===== src/rtl/window_prob_decode_pkg.sv =====
// rtl/window_prob_decode_pkg.sv - shared stochastic-probability format helpers
package window_prob_decode_pkg;

  localparam int SC_BITWIDTH_DEF  = 8;
  localparam int SC_FBITWIDTH_DEF = 4;

  // 1.0 and 0.5 in the inserter's iProb fixed-point format
  function automatic int sc_one(input int fbw);
    return 1 << (fbw - 1);
  endfunction

  function automatic int sc_half(input int fbw);
    return 1 << (fbw - 2);
  endfunction

endpackage


===== src/rtl/window_prob_decode_sc_window_cnt.sv =====
// rtl/window_prob_decode_sc_window_cnt.sv - window bit-index counter with last-bit flag
module sc_window_cnt #(
  parameter int BITWIDTH = 8
) (
  input  logic                iClk,
  input  logic                iRstN,
  input  logic                iClr,
  input  logic                iEn,
  input  logic [BITWIDTH-1:0] iWindow,
  output logic                oLast
);

  logic [BITWIDTH-1:0] idx;
  logic [BITWIDTH-1:0] last_idx;

  // a zero-length window behaves as a one-bit window
  assign last_idx = (iWindow == '0) ? '0 : iWindow - BITWIDTH'(1);
  assign oLast    = (idx == last_idx);

  always_ff @(posedge iClk or negedge iRstN) begin
    if (!iRstN) begin
      idx <= '0;
    end else if (iClr) begin
      idx <= '0;
    end else if (iEn) begin
      idx <= oLast ? '0 : idx + BITWIDTH'(1);
    end
  end

endmodule


===== src/rtl/window_prob_decode.sv =====
// rtl/window_prob_decode.sv - per-window ones count to probability with valid/ready result
module window_prob_decode
  import window_prob_decode_pkg::*;
#(
  parameter int BITWIDTH  = SC_BITWIDTH_DEF,
  parameter int FBITWIDTH = SC_FBITWIDTH_DEF
) (
  input  logic                 iClk,
  input  logic                 iRstN,
  input  logic                 iClr,
  input  logic                 iEn,
  input  logic [BITWIDTH-1:0]  iWindow,
  input  logic [BITWIDTH-1:0]  iWINLOG2,
  input  logic                 iA,
  input  logic                 iReady,
  output logic [FBITWIDTH-1:0] oProb,
  output logic [BITWIDTH:0]    oCnt,
  output logic [BITWIDTH:0]    oDelta,
  output logic                 oPolarity,
  output logic                 oValid,
  output logic                 oOvf
);

  logic                          last;
  logic                          complete;
  logic [BITWIDTH-1:0]           ones;
  logic [BITWIDTH:0]             sum;
  logic [BITWIDTH+FBITWIDTH-1:0] prob_wide;
  logic [FBITWIDTH-1:0]          prob_next;
  logic [BITWIDTH:0]             delta_next;

  sc_window_cnt #(.BITWIDTH(BITWIDTH)) u_window_cnt (
    .iClk    (iClk),
    .iRstN   (iRstN),
    .iClr    (iClr),
    .iEn     (iEn),
    .iWindow (iWindow),
    .oLast   (last)
  );

  assign complete   = iEn && last && !iClr;
  assign sum        = {1'b0, ones} + (BITWIDTH+1)'(iA);
  // window is a power of two, so divide-by-window is a right shift by its log2
  assign prob_wide  = ((BITWIDTH+FBITWIDTH)'(sum) << (FBITWIDTH-1)) >> iWINLOG2;
  assign prob_next  = prob_wide[FBITWIDTH-1:0];
  assign delta_next = sum - {2'b00, iWindow[BITWIDTH-1:1]};

  always_ff @(posedge iClk or negedge iRstN) begin
    if (!iRstN) begin
      ones      <= '0;
      oProb     <= '0;
      oCnt      <= '0;
      oDelta    <= '0;
      oPolarity <= 1'b0;
      oValid    <= 1'b0;
      oOvf      <= 1'b0;
    end else if (iClr) begin
      ones   <= '0;
      oValid <= 1'b0;
      oOvf   <= 1'b0;
    end else begin
      if (iEn) begin
        if (last) begin
          ones      <= '0;
          oCnt      <= sum;
          oProb     <= prob_next;
          oDelta    <= delta_next;
          oPolarity <= (prob_next < FBITWIDTH'(sc_half(FBITWIDTH)));
        end else begin
          ones <= ones + BITWIDTH'(iA);
        end
      end
      // a new result always wins; losing an unconsumed one is flagged
      if (complete) begin
        oValid <= 1'b1;
        if (oValid && !iReady) oOvf <= 1'b1;
      end else if (oValid && iReady) begin
        oValid <= 1'b0;
      end
    end
  end

endmodule


===== config.mk =====
export PLATFORM = sky130hd
export DESIGN_NAME = window_prob_decode
export DESIGN_NICKNAME = d
export VERILOG_FILES = /design/src/rtl/window_prob_decode_pkg.sv /design/src/rtl/window_prob_decode_sc_window_cnt.sv /design/src/rtl/window_prob_decode.sv
export SDC_FILE = /design/constraint.sdc
export NUM_CORES = 1
export LEC_CHECK = 0
export CORE_UTILIZATION = 25
export CTS_CLUSTER_SIZE = 8
export DETAILED_ROUTE_END_ITERATION = 10
export PLACE_DENSITY = 0.47
export RECOVER_POWER = 25
export SLEW_MARGIN = 30
export SYNTH_ARGS = -nofsm -noshare
export SYNTH_HDL_FRONTEND = slang
export SYNTH_SLANG_ARGS = --single-unit

===== constraint.sdc =====
create_clock -name iClk -period 2.6 [get_ports iClk]
set_clock_uncertainty 0.2 [all_clocks]
set_input_delay 0.52 -clock iClk [delete_from_list [all_inputs] [get_ports iClk]]
set_output_delay 0.52 -clock iClk [all_outputs]
set_load 0.01 [all_outputs]

==> results list <==
- Instance count of the mapped netlist: around 350
- In the final routed layout, each cell accounts on average for roughly 15 um.
- The worst-case IR drop observed on VDD is 0.000283 V.
- Global-route wire length before repair: ~15000 um
- Sorting the synthesized cells by area gives the leading types as dfrtp_1, nand2_1, o21ai_0.
* Number of pins with negative max-slew slack in the final report: 0
- Ports: 47
- Adder and majority gate portion of the synthesized area: 0.0529
* Startpoint type of the worst setup path: input port
* Multiplexer share of the synthesized area: 0.0399
- Initial DRC count: 126
- Cell area after technology mapping: just under 3000 um2
- The netlist uses 67 different library cells.
- At the pin with the least slew margin, the transition time is 1110 ps.
- Per-cell via count in the routed design: ~4.9
* Number of vias in the routed layout: 3067
* Period utilisation layout: 1.05
* Clock transition at the register clock pins on the worst setup and hold paths after CTS: 60 ps
* Required time at the endpoint of the critical path: around 2600 ps
- Data arrives at the worst endpoint at about 2700 ps.
* Critical path class: input port to flop
- Final Instance Count excl. Fillers: about 630
- Port buffering added 46 buffers.
- Worst hold slack after final layout: between 200 and 300 ps
* Max clock buf depth: 2
- TritonCTS built the clock tree.
* Final-report hold violation count: 0
- Of the total synthesized cell area, the portion taken by XOR and XNOR cells is 0.0470.
- Max-slew headroom: 0.263
* Violations in the final reports: design-rule violations, negative setup slack
* Via count of the first global-routing pass: around 3000
* Post-place setup slack: -915 ps
- The die covers between 10000 and 15000 um2.
- Compound-cell area share of the yosys netlist: 0.228
- Placer congestion estimate: approximately 0.8
- Post-DP Area: approximately 4200 um2
- Die height: between 100 and 150 um
- Max H-tree Level: 2
- Count of state elements after synthesis: slightly above 40
- After legalization and detailed placement, the total HPWL measured 6840 um.
- Across every metal layer, demand over resource in global routing totals 0.154.
- After layout, the minimum clock period comes to around 2700 ps.
* Starting utilization of the core area: 0.259
- Of the synthesized area, sequential elements account for 0.344.
- Setup repair after global routing could not meet its margin everywhere.
* Average size of a mapped cell: 8.44 um2
* Die X: roughly 110 um
* Class of the most critical hold timing path: flop to flop
- Number of warnings reported in the yosys synthesis log: 0
* Antenna-violating nets left: 0
* Most frequently used flop master after synthesis: dfrtp_1
* Post-layout total power: between 1.5 and 2 mW
- Leading area contributor after synthesis: dfrtp_1
* Lkg Pwr: ~2.1 nW
- By count the netlist is led by dfrtp_1, nand2_1, o21ai_0, inv_1.
- The routed design has about 9100 um of wire.
- Counting the fill cells in the layout gives 1124.
- At the later pin of the worst-skew pair, clock insertion delay measures slightly below 300 ps.
- Endpoints failing setup: 36
- When the netlist entered floorplanning its net count stood at 387.
- Share of async-settable or async-resettable flops after synthesis: 1.00
* Largest fanout on the critical path: 12
- After detailed routing, the number of remaining DRC violations is 8.
* Power per cell area: about 340 nW/um2
* Cell count after placement: around 600
- In the final design database the tool counted approximately 520 nets.
- Along the worst hold path, the cell count comes to 2.
* Global-route congestion overflow total: 0
- Cell Rows: 39
- Yosys mapped a number of flops with a built-in enable equal to 0.
- Synth-to-Final Area Change: 64.0%
- Placeable core region: between 10000 and 15000 um2
- Run status: finished with violations
- The sequential cells in the finished layout cover a total of a little over 1000 um2.
* Internal reg-to-reg setup slack: 30 ps
- Total area of multi-input combinational cells: roughly 2200 um2
- Based on the critical path, the design can be clocked at up to 0.366 GHz.
- Area share of and/or/nand/nor cells after synthesis: 0.227
- Clock sinks: 41
- The first detailed-routing pass took 9 iterations.
- STA classifies the critical path endpoint as a flop.
* Number of antenna violations at the first check in global routing: 0
* Count of antenna diodes in the layout: 0
- Area fraction of the dominant cell type after synthesis: 0.344
* Share of post-route cells with drive strength above 1: 0.380
- Number of max-cap violations: 0
- Design area: 4890 um2
- Post-route setup slack: -133 ps
- By area, the combinational part of the netlist is dominated by compound AO/OA/AOI/OAI gates.
* Clock buffer count from CTS: 5
- CTS placed an instance of clkbuf_16 at the clock tree root.
- Entering global routing, the biggest net connects 42 pins.
- The worst register-to-register path has a depth of 12.
## registers in the layout, indices dropped and copies added (netlist names)
| register | count |
|---|---|
| oCnt | 9 |
| oDelta | 9 |
| oOvf | 1 |
| oPolarity | 1 |
| oProb | 4 |
| oValid | 1 |
| ones | 8 |
| u_window_cnt.idx | 8 |
## per-layer routing
| metal | GRT usage | wire [um] | up-vias |
|---|---|---|---|
| li1 | - | - | 1555 |
| met1 | 0.212 | 4510 | 1453 |
| met2 | 0.244 | 4220 | 49 |
| met3 | 0.0328 | 308 | 10 |
| met4 | 0.0387 | 99 | 0 |
| met5 | 0 | 0 | - |
## area by class of cell
cell class	instances	area share
inverter	23	0.0177
timing repair buffer	143	0.255
clock buffer	7	0.0292
tap	143	0.0366
sequential	41	0.210
multi-input combinational	268	0.452
## metrics by stage
step	util	setup TNS (ps)
3_3_place_gp	0.369	-29020
6_report	0.424	-2380
5_1_grt	0.424	-5510
3_5_place_dp	0.369	-30800
4_1_cts	0.412	-3080
2_1_floorplan	-	-1020
## where the power goes
part	switching, mW	internal, mW	total [mW]
logic	0.186	0.190	0.377
registers	0.0116	0.654	0.666
clock network	0.247	0.377	0.624
## worst max-delay path: stages
cell and delay (ps):
buf_6 90, or4_4 580, o31ai_2 200, nand4_1 180, a221oi_4 360, o2111ai_4 260, buf_8 230, mux2_4 290
## cell families (layout without fill, tap and decap cells)
kind of cell,count (synthesis),after routing
AOI/OAI and AO/OA,98,98
and+or+nand+nor,131,131
xor gates and xnor gates,16,16
DFF,41,41
buffers and inverters,44,173
adders and majority gates,12,12
muxes,11,11
## cells in the final DEF, fill, tap and decap left out, types with 4 or more instances in the layout
cell type and instances:
dfrtp_1 41, clkbuf_16 5, nand4_1 5, mux2i_1 4, nor3_1 7, xnor2_1 9, o31ai_1 4, nand2_2 5
clkdlybuf4s50_1 36, nand2b_1 6, nand2_1 35, a211oi_1 6, xor2_1 5, o21ai_1 10, o21ai_2 9, a21oi_1 8
mux2_4 6, and3_1 5, buf_2 4, inv_1 20, buf_6 14, nor2_1 15, nand3_1 13, a21o_1 4
nor3_2 4, buf_4 81, o21ai_0 11, a31oi_1 4, ha_1 7, or3_1 6
## path summary, 6_finish.rpt
kind / to / from
max: oDelta[1] / iWindow[3]
min: oProb[2] / oProb[2]
max reg2reg: oDelta[8] / ones[0]
min reg2reg: oProb[2] / oProb[2]
max in group asynchronous: u_window_cnt.idx[2] / iRstN
min in group asynchronous: oDelta[1] / iRstN
## what timing repair did
item,in CTS,in global routing
gates resized for setup,95,33
buffers inserted,7,3
cloned,1,0
hold buffers,0,0
pin swaps,31,17
setup endpoints to repair,41,41
No activity file was read; power rests on OpenSTA's default activity.
